<file path="config.mk">
export PLATFORM = sky130hd
export DESIGN_NAME = ring_freq_meter
export DESIGN_NICKNAME = d
export VERILOG_FILES = /design/src/rtl/ring_freq_meter.sv
export SDC_FILE = /design/constraint.sdc
export NUM_CORES = 1
export LEC_CHECK = 0
export BUFFER_PORTS_ARGS = -buffer_cell sky130_fd_sc_hd__buf_2
export CORE_UTILIZATION = 55
export DETAILED_ROUTE_END_ITERATION = 6
export GPL_TIMING_DRIVEN = 0
export PLACE_DENSITY = 0.83
export SLEW_MARGIN = 20
export SYNTH_ARGS = -nofsm -noshare
export SYNTH_HDL_FRONTEND = slang
export SYNTH_SLANG_ARGS = --single-unit
export TNS_END_PERCENT = 1
</file>
<file path="constraint.sdc">
create_clock -name i_clk -period 2.4 [get_ports i_clk]
set_clock_uncertainty 0.2 [all_clocks]
set_input_delay 0.48 -clock i_clk [delete_from_list [all_inputs] [get_ports i_clk]]
set_output_delay 0.48 -clock i_clk [all_outputs]
set_load 0.01 [all_outputs]
</file>
<file path="src/rtl/ring_freq_meter.sv">
// ring_freq_meter: counts rising edges of one selected ring oscillator over a
// fixed gate of 2^pGATE_LOG2 i_clk cycles and reports the count per gate.
//
// The selected ring clocks a Gray-coded counter. That counter is brought into
// the i_clk domain through a 2-flop synchronizer and converted back to binary
// as 'snap'. The result is the modular difference of two snaps taken at the
// start and end of the gate.
//
// Ports:
//   i_clk    system/reference clock
//   i_rst_n  asynchronous active-low reset (also clears the ring counter)
//   i_ring   raw ring oscillator outputs, asynchronous to i_clk
//   i_sel    ring index, latched on acceptance; out-of-range selects ring 0
//   i_start  measurement request, honoured only while idle
//   o_busy   high whenever a measurement is in progress
//   o_valid  one-cycle pulse when o_count is updated
//   o_count  ring rising edges counted during the last gate
//   o_ovf    implausible-sample flag (only with RING_METER_OVF_EN)
//
// Build option: define RING_METER_OVF_EN to add o_ovf and the per-cycle
// snapshot delta comparator.

module ring_freq_meter #(
  parameter int unsigned pRINGS     = 6,
  parameter int unsigned pCNT_W     = 16,
  parameter int unsigned pGATE_LOG2 = 10
) (
  input  logic              i_clk,
  input  logic              i_rst_n,
  input  logic [pRINGS-1:0] i_ring,
  input  logic [3:0]        i_sel,
  input  logic              i_start,
  output logic              o_busy,
  output logic              o_valid,
  output logic [pCNT_W-1:0] o_count
`ifdef RING_METER_OVF_EN
  ,
  output logic              o_ovf
`endif
);

  localparam int unsigned CNT_W  = pCNT_W;
  localparam int unsigned GATE_W = pGATE_LOG2;
  localparam int unsigned PH_W   = 3;
  localparam logic [PH_W-1:0] ARM_LAST = PH_W'(4);

  typedef enum logic [1:0] {
    ST_IDLE,
    ST_ARM,
    ST_GATE,
    ST_DONE
  } state_t;

  state_t              state;
  logic [3:0]          sel_q;
  logic [PH_W-1:0]     phase;
  logic [GATE_W-1:0]   gate_cnt;
  logic [CNT_W-1:0]    start_val;
  logic [CNT_W-1:0]    end_val;

  logic                ring_clk_c;
  logic [CNT_W-1:0]    ring_bin;
  logic [CNT_W-1:0]    ring_bin_inc_c;
  logic [CNT_W-1:0]    ring_gray;
  logic [CNT_W-1:0]    sync1;
  logic [CNT_W-1:0]    sync2;
  logic [CNT_W-1:0]    snap;

  function automatic logic [CNT_W-1:0] gray2bin(input logic [CNT_W-1:0] g);
    logic [CNT_W-1:0] b;
    b[CNT_W-1] = g[CNT_W-1];
    for (int i = int'(CNT_W) - 2; i >= 0; i--) begin
      b[i] = b[i+1] ^ g[i];
    end
    return b;
  endfunction

  // Ring mux; sel_q is already clamped to a valid index on acceptance.
  always_comb begin
    ring_clk_c = i_ring[0];
    for (int i = 0; i < int'(pRINGS); i++) begin
      if (sel_q == 4'(i)) ring_clk_c = i_ring[i];
    end
  end

  assign ring_bin_inc_c = ring_bin + CNT_W'(1);

  // Ring-domain counter; the Gray copy is what crosses into i_clk.
  always_ff @(posedge ring_clk_c or negedge i_rst_n) begin
    if (!i_rst_n) begin
      ring_bin  <= '0;
      ring_gray <= '0;
    end else begin
      ring_bin  <= ring_bin_inc_c;
      ring_gray <= ring_bin_inc_c ^ (ring_bin_inc_c >> 1);
    end
  end

  // Two-flop synchronizer followed by a registered binary snapshot.
  always_ff @(posedge i_clk or negedge i_rst_n) begin
    if (!i_rst_n) begin
      sync1 <= '0;
      sync2 <= '0;
      snap  <= '0;
    end else begin
      sync1 <= ring_gray;
      sync2 <= sync1;
      snap  <= gray2bin(sync2);
    end
  end

`ifdef RING_METER_OVF_EN
  localparam logic [CNT_W-1:0] OVF_LIM = CNT_W'(1) << (CNT_W - 2);

  logic [CNT_W-1:0] snap_prev;
  logic [CNT_W-1:0] snap_delta_c;
  logic             ovf_acc;

  assign snap_delta_c = snap - snap_prev;

  always_ff @(posedge i_clk or negedge i_rst_n) begin
    if (!i_rst_n) snap_prev <= '0;
    else          snap_prev <= snap;
  end
`endif

  // Measurement sequencer: IDLE -> ARM (flush) -> GATE -> DONE (2 cycles).
  always_ff @(posedge i_clk or negedge i_rst_n) begin
    if (!i_rst_n) begin
      state     <= ST_IDLE;
      sel_q     <= '0;
      phase     <= '0;
      gate_cnt  <= '0;
      start_val <= '0;
      end_val   <= '0;
      o_busy    <= 1'b0;
      o_valid   <= 1'b0;
      o_count   <= '0;
`ifdef RING_METER_OVF_EN
      ovf_acc   <= 1'b0;
      o_ovf     <= 1'b0;
`endif
    end else begin
      o_valid <= 1'b0;
      case (state)
        ST_IDLE: begin
          if (i_start) begin
            state  <= ST_ARM;
            phase  <= '0;
            sel_q  <= (32'(i_sel) < pRINGS) ? i_sel : 4'd0;
            o_busy <= 1'b1;
`ifdef RING_METER_OVF_EN
            ovf_acc <= 1'b0;
            o_ovf   <= 1'b0;
`endif
          end
        end
        ST_ARM: begin
          if (phase == ARM_LAST) begin
            state     <= ST_GATE;
            start_val <= snap;
            gate_cnt  <= '0;
          end else begin
            phase <= phase + PH_W'(1);
          end
        end
        ST_GATE: begin
          gate_cnt <= gate_cnt + GATE_W'(1);
`ifdef RING_METER_OVF_EN
          if (snap_delta_c > OVF_LIM) ovf_acc <= 1'b1;
`endif
          if (gate_cnt == '1) begin
            end_val <= snap;
            phase   <= '0;
            state   <= ST_DONE;
          end
        end
        ST_DONE: begin
          // First cycle publishes the result, second cycle drops busy.
          if (phase == '0) begin
            o_count <= end_val - start_val;
            o_valid <= 1'b1;
            phase   <= PH_W'(1);
`ifdef RING_METER_OVF_EN
            o_ovf   <= ovf_acc;
`endif
          end else begin
            state  <= ST_IDLE;
            o_busy <= 1'b0;
          end
        end
        default: state <= ST_IDLE;
      endcase
    end
  end

endmodule

</file>
==> impl_metrics.toml <==
[status]
status = "finished with violations"
failed_checks = "setup timing"

[power]
ir_drop_mv = 0.519
powerDensity_nw_per_um2 = 592
leakagePower_nw = 3.60
total_power_mw = 4.35

[sta]
period_share = 1.06
worst-slew-pin-transition_ps = 850
unclocked_regs = 31
slew_viol_final = 0
relSlewSlack = 0.433
tns_ps = -476
fin_ws_ps = -133
hold_viol = 0
fmax_mhz = 395
period_needed_ps = 2530
finalSetupViolations = 12
rsz0062_at_grt = "yes"
untimed_endpoints = 47

[die]
die_area_um2 = 11900
io_pins = 31
start_util = 0.573
die_x_um = 109
coreArea_um2 = 11000
rows = 38
die-height_um = 109

[global_route]
use_met2 = 0.362
top_usage_layer = "met2"
grt_pass1_wl_um = 18400
use_met3 = 0.0586
grt_pass1_vias = 4022
grt_use_met1 = 0.235
gr-usage-all-layers = 0.203
gr-total-overflow = 0
grt_max_degree = 108
antenna_found_initial = 0

[critical_path]
path_delay_family = "compound AO/OA/AOI/OAI gates"
rrSetupSlack_ps = -130
slowest_delay_ps = 410
cp-end-kind = "register"
cp_data_arrival_time_ps = 2610
cp_max_fo = 5
r2r-start = "start_val[0]"
required_ps = 2480
rr_endpoint = "o_count[10]"
path_cells = "ha_4 > fa_2 > nor2b_1 > o21ai_1 > a21boi_2 > o2111a_2 > o21ai_4 > o2111a_1 > a221o_1"
cp_slowest_cell = "dfrtp_1"
worst-setup-path-type = "register to register"
worst-path-buf-inv = 0
worst_r2r_path_depth = 9
start_kind = "register"
path_depth = 9

[yosys]
synth_area_um2 = 6300
synth_cell_type_count = 52
synthFlopType = "dfrtp_1"
syn_nets = 555
yosysSeqAreaShare = 0.588
async_reset_ff_frac = 1.00
ys_seq_elements = 148
syn-instance-count = 518
avgSynthCellArea_um2 = 12.2
synth_edf_count = 0
synth_warnings = 0

[route]
vias_per_cell = 5.43
drt_wl_total_um = 11000
ant_nets = 0
drtIter0Drc = 229
wire_per_inst_um = 15.1
drc = 0
vias = 3950
firstDrtPassIters = 5

[flow_run]
maxCapViolations = 0

[cts]
ctsRootBufferMaster = "clkbuf_16"
cts_tree = "built"
cts.clk_slew.worst_paths_ps = 50
clk_latency_ps = 410
ctsLongestPathBuffers = 2
cts_made_buffers = 17
htree_levels = 4

[min_path]
worstHoldPathCells = 2
min_from = "i_sel[3]"
holdPathEnd = "sel_q[2]"
hold_path.class = "primary input to register"

[layout]
n_antenna_cell = 0
area_growth_pct = 16.8
drive_gt1_frac = 0.207
nets = 614
n_fill_cell = 734

[place]
gp_congestion = 0.826
place.port_buffers = 30
dp_hpwl_um = 7260
[cells in the final DEF (no fill, tap or decap), types with 6 or more instances in the layout]
| cell | instances |
|---|---|
| xor2_1 | 32 |
| ha_1 | 22 |
| inv_1 | 42 |
| o21a_1 | 6 |
| a21oi_1 | 12 |
| mux2_2 | 30 |
| clkbuf_1 | 9 |
| nand2_1 | 45 |
| buf_4 | 8 |
| nor2_1 | 22 |
| nor3b_1 | 6 |
| buf_2 | 31 |
| nand3_1 | 12 |
| nand4_1 | 6 |
| xnor2_1 | 24 |
| clkbuf_16 | 17 |
| dfrtp_1 | 148 |
| o21ai_0 | 21 |
[where the power goes]
| part | switching, mW | total, mW | leakage [nW] | internal, mW |
|---|---|---|---|---|
| clock network | 0.795 | 2.28 | 0.267 | 1.48 |
| registers | 0 | 2.00 | 1.97 | 2.00 |
| logic | 0.0575 | 0.0746 | 1.36 | 0.0170 |
[cell families after synthesis]
family                     Yosys count  share of synthesized area
AOI/OAI and AO/OA                   77                     0.0817
xor gates and xnor gates            62                     0.0993
adders and majority gates           24                     0.0489
buffers and inverters               51                     0.0306
DFF                                148                      0.588
muxes                               33                     0.0584
and+or+nand+nor                    123                     0.0930
[cell type report]
cell class / instances / area (µm²) / area share
flip-flops and latches: 148 / 3700 / 0.504
multi-input cells: 319 / 2480 / 0.338
clock buffers: 25 / 485 / 0.0660
repair buffers: 40 / 258 / 0.0350
well taps: 140 / 175 / 0.0238
inverters: 42 / 158 / 0.0214
clock inverters: 5 / 50.0 / 0.00681
plain buffers: 9 / 42.5 / 0.00578
[sequential cells by signal (all words and copies together) (netlist names)]
register and count:
sel_q 4, start_val 16, snap 16, sync2 16
o_busy 1, ring_gray 15, state 2, o_count 16
ring_bin 16, gate_cnt 10, phase 3, o_valid 1
end_val 16, sync1 16
[through the flow]
stage                     area [µm²]  setup slack (ps)   util  cells  hold slack, ps
final                           7350              -133  0.670    728            95.3
after global routing            7350              -220  0.670    728             105
after CTS                       7290              -185  0.664    725            93.3
after detailed placement        6660              -467  0.607    689             135
after global placement          6630             -1230  0.603    688             131
after floorplan                 6300             -49.6      -    518           -15.6
[timing repair]
item | in CTS | in global routing
hold endpoints to repair | 41 | 0
pin swaps | 8 | 3
hold buffers | 1 | 0
resized for setup | 16 | 12
buffers inserted | 5 | 3
endpoints found under the setup margin | 42 | 35
[routing by layer]
layer,vias to the layer above,part of all wire
li1,1882,-
met4,0,0.014
met3,14,0.035
met2,99,0.54
met5,-,0
met1,1955,0.41
[Yosys cell counts, types with 8 or more instances]
master,n,area (µm²)
mux2_2,30,338
nand3_1,12,60.1
inv_1,42,158
xnor2_1,24,210
nor2_1,25,93.8
o21ai_0,24,120
nand2_1,46,173
xor2_1,32,280
clkbuf_1,8,30.0
dfrtp_1,148,3700
ha_1,23,288
a21oi_1,14,70.1
[worst max path at each step]
stage,startpoint,to,slack (ps)
floorplan,start_val[0],o_count[10],-50
global placement,i_rst_n,sel_q[2],-1230
detailed placement,gate_cnt[3],end_val[11],-470
CTS,start_val[0],o_count[10],-190
global route,sync2[14],snap[0],-220
finish,start_val[0],o_count[10],-130
Power figures use the tool's default switching activity.
